**config.mk**
```make
export PLATFORM = sky130hd
export DESIGN_NAME = kernel_window_sequencer
export DESIGN_NICKNAME = d
export VERILOG_FILES = /design/src/rtl/kernel_window_sequencer.sv
export SDC_FILE = /design/constraint.sdc
export NUM_CORES = 1
export LEC_CHECK = 0
export ABC_CLOCK_PERIOD_IN_PS = 3790
export CAP_MARGIN = 15
export CORE_MARGIN = 4
export CORE_UTILIZATION = 55
export CTS_BUF_LIST = sky130_fd_sc_hd__clkbuf_8
export CTS_CLUSTER_DIAMETER = 30
export DETAILED_ROUTE_END_ITERATION = 7
export GPL_TIMING_DRIVEN = 0
export PLACE_DENSITY = 0.92
export SYNTH_ARGS = -nofsm -noshare
export SYNTH_HDL_FRONTEND = slang
export SYNTH_SLANG_ARGS = --single-unit
```
**constraint.sdc**
```tcl
create_clock -name clk -period 3.79 [get_ports clk]
set_input_delay 0.5685 -clock clk [delete_from_list [all_inputs] [get_ports clk]]
set_output_delay 0.5685 -clock clk [all_outputs]
set_load 0.005 [all_outputs]
```
**src/rtl/kernel_window_sequencer.sv**
```systemverilog
// Row-buffer controller for a 3-bank binary line memory.
// Writes incoming rows, then replays them as 3x3 windows.
module kernel_window_sequencer #(
    parameter int WIDTH  = 320,
    parameter int HEIGHT = 240,
    parameter int XW     = 9,
    parameter int YW     = 8
) (
    input  logic          clk,
    input  logic          reset,
    input  logic          frame_start,
    input  logic          pixel_in,
    input  logic          pixel_valid,
    output logic          pixel_ready,
    output logic [2:0]    wr_en,
    output logic [XW-1:0] wr_addr,
    output logic          wr_data,
    output logic [XW-1:0] rd_addr,
    input  logic [2:0]    rd_data,
    output logic [8:0]    kernel_out,
    output logic          kernel_valid,
    output logic [XW-1:0] kernel_x,
    output logic [YW-1:0] kernel_y,
    output logic          busy,
    output logic          frame_done
);

    typedef enum logic [1:0] {
        S_IDLE,
        S_WRITE,
        S_EMIT
    } state_t;

    localparam logic [XW-1:0] XLAST  = XW'(WIDTH - 1);
    localparam logic [XW-1:0] XWID   = XW'(WIDTH);
    localparam logic [XW-1:0] ERIGHT = XW'(WIDTH + 1);
    localparam logic [XW-1:0] ELAST  = XW'(WIDTH + 2);
    localparam logic [YW-1:0] YLAST  = YW'(HEIGHT - 1);
    localparam logic [YW-1:0] YPEN   = YW'(HEIGHT - 2);
    localparam logic [YW-1:0] YFULL  = YW'(HEIGHT);

    function automatic logic [1:0] inc3(input logic [1:0] b);
        return (b == 2'd2) ? 2'd0 : b + 2'd1;
    endfunction

    state_t          state_q, state_d;
    logic [XW-1:0]   wx_q, wx_d;
    logic [YW-1:0]   wy_q, wy_d;
    logic [1:0]      wb_q, wb_d;
    logic [YW-1:0]   ey_q, ey_d;
    logic [1:0]      cb_q, cb_d;
    logic [XW-1:0]   e_q, e_d;
    logic [2:0]      col1_q, col1_d;
    logic [2:0]      col2_q, col2_d;
    logic [8:0]      kout_q, kout_d;
    logic            kv_q, kv_d;
    logic [XW-1:0]   kx_q, kx_d;
    logic [YW-1:0]   ky_q, ky_d;
    logic            fd_q, fd_d;

    logic            accept;
    logic            last_col;
    logic            emit_last;
    logic            reemit;
    logic [1:0]      abank;
    logic [1:0]      bbank;
    logic [2:0]      col_w;
    logic [2:0]      lft;
    logic [2:0]      rgt;

    assign accept    = pixel_valid & pixel_ready;
    assign last_col  = (wx_q == XLAST);
    assign emit_last = (e_q == ELAST);
    assign reemit    = (ey_q == YPEN) && (wy_q == YFULL);

    // Top and bottom rows replicate the centre bank vertically.
    assign abank = (ey_q == '0) ? cb_q : inc3(inc3(cb_q));
    assign bbank = (ey_q == YLAST) ? cb_q : inc3(cb_q);
    assign col_w = {rd_data[abank], rd_data[cb_q], rd_data[bbank]};

    assign lft = (e_q == XW'(2)) ? col2_q : col1_q;
    assign rgt = (e_q == ERIGHT) ? col2_q : col_w;

    always_ff @(posedge clk or negedge reset) begin
        if (!reset) begin
            state_q <= S_IDLE;
        end else begin
            state_q <= state_d;
        end
    end

    always_comb begin
        state_d = state_q;
        if (frame_start) begin
            state_d = S_WRITE;
        end else begin
            unique case (state_q)
                S_IDLE: state_d = S_IDLE;
                S_WRITE: begin
                    if (accept && last_col && wy_q != '0) begin
                        state_d = S_EMIT;
                    end
                end
                S_EMIT: begin
                    if (emit_last) begin
                        if (reemit) begin
                            state_d = S_EMIT;
                        end else if (ey_q == YLAST) begin
                            state_d = S_IDLE;
                        end else begin
                            state_d = S_WRITE;
                        end
                    end
                end
                default: state_d = S_IDLE;
            endcase
        end
    end

    always_comb begin
        pixel_ready = (state_q == S_WRITE);
        busy        = (state_q != S_IDLE);
        wr_en       = accept ? (3'b001 << wb_q) : 3'b000;
        wr_addr     = wx_q;
        wr_data     = pixel_in;
        rd_addr     = '0;
        if (state_q == S_EMIT && e_q < XWID) begin
            rd_addr = e_q;
        end
    end

    always_comb begin
        wx_d   = wx_q;
        wy_d   = wy_q;
        wb_d   = wb_q;
        ey_d   = ey_q;
        cb_d   = cb_q;
        e_d    = e_q;
        col1_d = col1_q;
        col2_d = col2_q;
        kout_d = kout_q;
        kx_d   = kx_q;
        ky_d   = ky_q;
        kv_d   = 1'b0;
        fd_d   = 1'b0;
        if (frame_start) begin
            wx_d = '0;
            wy_d = '0;
            wb_d = '0;
            e_d  = '0;
        end else if (state_q == S_WRITE && accept) begin
            if (last_col) begin
                wx_d = '0;
                wy_d = wy_q + YW'(1);
                wb_d = inc3(wb_q);
                if (wy_q != '0) begin
                    ey_d = wy_q - YW'(1);
                    cb_d = inc3(inc3(wb_q));
                    e_d  = '0;
                end
            end else begin
                wx_d = wx_q + XW'(1);
            end
        end else if (state_q == S_EMIT) begin
            e_d = e_q + XW'(1);
            if (e_q >= XW'(1) && e_q <= XWID) begin
                col2_d = col_w;
                col1_d = col2_q;
            end
            if (e_q >= XW'(2) && e_q <= ERIGHT) begin
                kv_d   = 1'b1;
                kx_d   = e_q - XW'(2);
                ky_d   = ey_q;
                kout_d = {lft[2], col2_q[2], rgt[2],
                          lft[1], col2_q[1], rgt[1],
                          lft[0], col2_q[0], rgt[0]};
            end
            if (emit_last) begin
                e_d = '0;
                if (reemit) begin
                    ey_d = ey_q + YW'(1);
                    cb_d = inc3(cb_q);
                end else if (ey_q == YLAST) begin
                    fd_d = 1'b1;
                end
            end
        end
    end

    always_ff @(posedge clk or negedge reset) begin
        if (!reset) begin
            wx_q   <= '0;
            wy_q   <= '0;
            wb_q   <= '0;
            ey_q   <= '0;
            cb_q   <= '0;
            e_q    <= '0;
            col1_q <= '0;
            col2_q <= '0;
            kout_q <= '0;
            kv_q   <= 1'b0;
            kx_q   <= '0;
            ky_q   <= '0;
            fd_q   <= 1'b0;
        end else begin
            wx_q   <= wx_d;
            wy_q   <= wy_d;
            wb_q   <= wb_d;
            ey_q   <= ey_d;
            cb_q   <= cb_d;
            e_q    <= e_d;
            col1_q <= col1_d;
            col2_q <= col2_d;
            kout_q <= kout_d;
            kv_q   <= kv_d;
            kx_q   <= kx_d;
            ky_q   <= ky_d;
            fd_q   <= fd_d;
        end
    end

    assign kernel_out   = kout_q;
    assign kernel_valid = kv_q;
    assign kernel_x     = kx_q;
    assign kernel_y     = ky_q;
    assign frame_done   = fd_q;

endmodule

```
Yosys cells after proc, flatten, opt, wreduce, memory -nomap -nowiden
Index checks and enable logic that the tools add are counted. W data, S select, Z words.

Bits in registers: 74. Bits of input ports: 8. Output and inout port bits: 52. Word-level logic and storage cells: 136.

Add/sub/neg operators: 10. Order comparisons: 8. Equal/unequal tests: 19. Shift-type cells: 1. Mux-type cells: 59. Bitwise logic cells: 3. Reductions and logical operators: 22.

Operators by type and width (number): $mux W9 (10); $mux W8 (9); $mux W2 (19); $eq A9 B9 Y1 const B (3); $eq A8 B8 Y1 const B (3); $add A9 B1 Y9 const B (2); $le A9 B9 Y1 const B (2); $add A8 B1 Y8 const B (2); $mux W1 (14); $reduce_bool A2 Y1 (6); $eq A2 B2 Y1 const B (5); $eq A9 B2 Y1 const B (1); $ge A9 B1 Y1 const B (1); $ge A9 B2 Y1 const B (1); $lt A2 B3 Y1 const B (3); $lt A9 B9 Y1 const B (1); $mux W3 (3); $ne A3 B3 Y1 const B (3); $sub A9 B2 Y9 const B (1); $add A2 B1 Y2 const B (4); $logic_not A8 Y1 (1); $reduce_and A4 Y1 (2); $reduce_bool A8 Y1 (1); $sub A8 B1 Y8 const B (1); 13 further kinds (24).

Depth between registers and ports, before layout
Depth in word-level cells: 8. Mapped depth: 9. Mapped depth without buffers: 7.

Worst setup path before layout
No wires, ideal clock.

Path type: reg-to-reg. Start: register e_q[1]. End: register kout_q[4] (netlist: kernel_out[4]). Library setup time: 0.125 ns. Arrival: 2.452 ns. Data required time: 3.665 ns. Setup slack: 1.213 ns. Cell stages (with the launch flop): 9. Buffers on the path: 2. Period minus slack after synthesis: 2.577 ns. Cell sequence: dfrtp_1 inv_1 ha_1 or4b_1 a211o_1 a311o_1 buf_6 buf_6 mux2_4.

Word-level cells in the longest chain between the ends: 3. Elaborated cells on any way between the ends: 4. Classes of those cells: 2 x order compare; 2 x reduce/logical.

Ends and longest elaborated chain: start: declaration (RTL line 52) `logic [XW-1:0] e_q, e_d;`; start signal: assignment (RTL line 197) `e_q <= '0;`; start signal: assignment (RTL line 211) `e_q <= e_d;`; $ge A9 B2 Y1 or $le A9 B9 Y1 (tied branches) (RTL line 170) `if (e_q >= XW'(2) && e_q <= ERIGHT) begin`; $logic_and A1 B1 Y1 (*) (RTL line 170); $reduce_and A4 Y1 (no line) (*); end signal: assignment (RTL line 214) `kout_q <= kout_d;`; end: declaration (RTL line 55) `logic [8:0] kout_q, kout_d;`.

Every way passes the cells marked *; elsewhere a longest branch is shown, timed or not. A chain may end at the register's enable or synchronous reset.

Worst setup path in the final report
Start: register state_q[1]. End: output wr_en[1].

Word-level cells in the longest chain between the ends: 3.

Ends and longest elaborated chain: start: declaration (RTL line 46) `state_t state_q, state_d;`; start signal: assignment (RTL line 88) `state_q <= state_d;`; $eq A2 B1 Y1 (RTL line 121) `pixel_ready = (state_q == S_WRITE);`; $and A1 B1 Y1 (RTL line 71) `assign accept = pixel_valid & pixel_ready;`; $mux W3 (RTL line 123) `wr_en = accept ? (3'b001 << wb_q) : 3'b000;`; end: declaration (RTL line 15) `output logic [2:0] wr_en,`.

No other way between the ends.

==> impl_metrics.sql <==
INSERT INTO impl_metrics (metric_group, metric, value, unit) VALUES
('status', 'status', 'finished clean', ''),
('finish', 'post_route_cells_drive_above_1_share', '6.46', '%'),
('pwr', 'leakagePower', '2.39', 'nW'),
('synth', 'ys_seq_elements', '74', ''),
('die', 'die_h', '96.0', 'um'),
('pwr', 'vdd.ir_drop.worst', '0.000209', 'V'),
('route', 'final_antenna_net_count', '0', ''),
('timing', 'period_minus_slack', '3.17', 'ns'),
('route', 'routedWlPerCell', '16.3', 'um'),
('die', 'die_w', '96.0', 'um'),
('die', 'io_pins', '60', ''),
('placement', 'detailedPlacementHpwl', '7390', 'um'),
('finish', 'filler_instances', '590', ''),
('clocking', 'cts_max_path_bufs', '2', ''),
('critical_path', 'worstPathCellList', 'inv_1, ha_1, nand2_1, clkbuf_1, nor3b_1, clkdlybuf4s50_1', ''),
('timing', 'timing.fmax', '316', 'MHz'),
('clocking', 'clk_root_buffer_cell', 'sky130_fd_sc_hd__clkbuf_8', ''),
('synth', 'yosys_warnings', '0', ''),
('timing', 'final_number_of_setup_violating_endpoints', '0', ''),
('placement', 'port_buffers', '58', ''),
('hold_path', 'holdCritPathClass', 'in -> async', ''),
('finish', 'layout_commonest_cell', 'sky130_fd_sc_hd__dfrtp_1', ''),
('critical_path', 'worst_setup_path_start_kind', 'flip-flop', ''),
('clocking', 'cts_setup_buffers', '0', ''),
('clocking', 'tritoncts', 'built', ''),
('timing', 'final.hold.worst_slack', '0.356', 'ns'),
('synth', 'netlist.top_cell.by_area', 'sky130_fd_sc_hd__dfrtp_1', ''),
('synth', 'synth.top_cells.by_area', 'sky130_fd_sc_hd__dfrtp_1, sky130_fd_sc_hd__ha_1, sky130_fd_sc_hd__nand2_1', ''),
('clocking', 'cts_buffers', '9', ''),
('synth', 'synth_flop_cell', 'sky130_fd_sc_hd__dfrtp_1', ''),
('finish', 'nNetsFinal', '547', ''),
('grt', 'overflow', '0', ''),
('die', 'start_util', '57.5', '%'),
('clocking', 'clock_insertion_delay_worst_skew', '0.35', 'ns'),
('finish', 'area_occupied_by_multi_input_gates', '0.00222', 'sq mm'),
('route', 'wirelength', '10200', 'um'),
('clocking', 'cts_resized', '0', ''),
('grt', 'global_route.usage.total', '24.0', '%'),
('timing', 'timing.max_slew.rel_slack', '31.7', '%'),
('finish', 'ff_latch_area', '0.00185', 'sq mm'),
('die', 'core_region_area', '0.00741', 'sq mm'),
('critical_path', 'crit_required', '3.22', 'ns'),
('critical_path', 'cp_slowest_cell', 'sky130_fd_sc_hd__clkdlybuf4s50_1', ''),
('route', 'drc_viols', '0', ''),
('synth', 'synth.lib_cells_used.distinct', '60', ''),
('finish', 'num_antenna_cells', '0', ''),
('die', 'die_area', '0.00922', 'sq mm'),
('grt', 'maximum_number_of_pins_on_one_net_before_global_route_repair', '75', ''),
('timing', 'finalWorstSetupSlack', '0.622', 'ns'),
('route', 'detail_route.vias_per_cell', '5.87', ''),
('timing', 'rsz0062_at_grt', 'no', ''),
('critical_path', 'endpoint_arrival_time_on_the_critical_path', '2.60', 'ns'),
('finish', 'most-common-layout-cells', 'sky130_fd_sc_hd__dfrtp_1, sky130_fd_sc_hd__nand2_1, sky130_fd_sc_hd__clkdlybuf4s50_1', ''),
('grt', 'grt_antenna_before_repair', '0', ''),
('timing', 'finClkSkew', '0.00770', 'ns'),
('clocking', 'cts.clk_slew.worst_paths', '0.08', 'ns'),
('clocking', 'ctsHtreeMaxLevel', '3', ''),
('synth', 'netlist_area', '0.00426', 'sq mm'),
('critical_path', 'crit_path_end_kind', 'primary output', ''),
('clocking', 'holdBufCountCts', '0', ''),
('synth', 'postSynthCellCount', '452', ''),
('route', 'drt-initial-drc-count', '290', ''),
('placement', 'routability_driven_placement_congestion_ratio', '0.843', ''),
('synth', 'synth_top_area_share', '43.5', '%'),
('synth', 'yosysSeqAreaShare', '43.5', '%'),
('synth', 'synth_enable_flop_cells', '0', ''),
('synth', 'synth.net_count', '478', ''),
('grt', 'global_route_wire_length_before_repair', '17200', 'um'),
('critical_path', 'crit_family', 'buffers and inverters', ''),
('synth', 'postSynth.asyncResetShare', '100', '%'),
('route', 'drt_pre_antenna_iters', '5', '');
-- state kept, by name, summed over array words and instances (netlist names) --
signal / flops
e_q: 9
kernel_out: 9
kernel_x: 9
wr_addr: 9
ey_q: 8
kernel_y: 8
wy_q: 8
col1_q: 3
col2_q: 3
cb_q: 2
state_q: 2
wb_q: 2
frame_done: 1
kernel_valid: 1
-- cells by family (layout without fill, tap and decap cells) --
logic type | Yosys count | in the layout | synth area share (%)
xor gates and xnor gates | 22 | 22 | 4.52
AOI/OAI and AO/OA | 94 | 94 | 14.2
buffers and inverters | 44 | 118 | 4.40
and+or+nand+nor | 176 | 176 | 21.7
adders and majority gates | 18 | 18 | 5.28
muxes | 24 | 24 | 6.43
DFF | 74 | 74 | 43.5
-- Yosys cell counts, types with 4 or more instances --
cell,number
sky130_fd_sc_hd__dfrtp_1,74
sky130_fd_sc_hd__nand2_1,57
sky130_fd_sc_hd__nor2_1,29
sky130_fd_sc_hd__o21ai_1,28
sky130_fd_sc_hd__clkbuf_1,21
sky130_fd_sc_hd__ha_1,18
sky130_fd_sc_hd__o21ai_0,16
sky130_fd_sc_hd__inv_1,15
sky130_fd_sc_hd__and3_1,14
sky130_fd_sc_hd__xnor2_1,14
sky130_fd_sc_hd__nand3_1,13
sky130_fd_sc_hd__mux2_1,12
sky130_fd_sc_hd__a21oi_1,10
sky130_fd_sc_hd__nor3_1,10
sky130_fd_sc_hd__nand4_1,8
sky130_fd_sc_hd__xor2_1,8
sky130_fd_sc_hd__mux2i_1,6
sky130_fd_sc_hd__nor2b_1,6
sky130_fd_sc_hd__nor4_1,6
sky130_fd_sc_hd__a211o_1,5
sky130_fd_sc_hd__o31ai_1,5
sky130_fd_sc_hd__a211oi_1,4
sky130_fd_sc_hd__a31oi_1,4
sky130_fd_sc_hd__and2_1,4
sky130_fd_sc_hd__nor3b_1,4
sky130_fd_sc_hd__o22ai_1,4
sky130_fd_sc_hd__or3_1,4
-- stage by stage --
| stage | power [mW] | TNS, ns | utilization (%) | instance area, sq um |
|---|---|---|---|---|
| after floorplan | 1.02 | 0 | - | 4260 |
| after global placement | 1.15 | -17.75 | 67.0 | 4970 |
| after detailed placement | 1.17 | 0 | 67.0 | 4960 |
| after CTS | 1.77 | 0 | 69.6 | 5160 |
| after global routing | 1.85 | 0 | 69.6 | 5160 |
| final | 1.77 | 0 | 69.6 | 5160 |
-- metal layers --
| layer | part of all wire, % | wire [um] | vias up | global-route usage (%) |
|---|---|---|---|---|
| li1 | - | - | 1750 | - |
| met3 | 5.3 | 544 | 23 | 4.61 |
| met4 | 2.4 | 241 | 0 | 9.95 |
| met2 | 50 | 5140 | 110 | 40.8 |
| met5 | 0 | 0 | - | 0 |
| met1 | 42 | 4270 | 1788 | 29.7 |
-- final timing paths --
kind | endpoint | cells past startpoint | slack [ns] | startpoint
max reg2reg | cb_q[0] | 9 | 0.84 | wy_q[0]
min | col2_q[2] | 1 | 0.36 | reset
min reg2reg | kernel_y[1] | 2 | 0.49 | kernel_y[1]
max in group asynchronous | e_q[0] | 1 | 2.86 | reset
max | wr_en[1] | 6 | 0.62 | state_q[1]
min in group clk | kernel_y[1] | 2 | 0.49 | kernel_y[1]
-- power by group --
group	internal (mW)	switching, mW	leakage [nW]
clock	0.317	0.294	0.107
combinational	0.134	0.179	1.27
sequential	0.817	0.0250	1.01
-- layout make-up --
type                       instances  share of cell area (%)
clock buffer                      10                    2.67
sequential                        74                    35.9
tap                               99                    2.40
inverter                          16                    1.16
buffer                            28                    2.47
clock inverter                     6                    1.12
multi-input combinational        334                    43.1
timing repair buffer              58                    11.2
(Power assumes the default switching activity.)
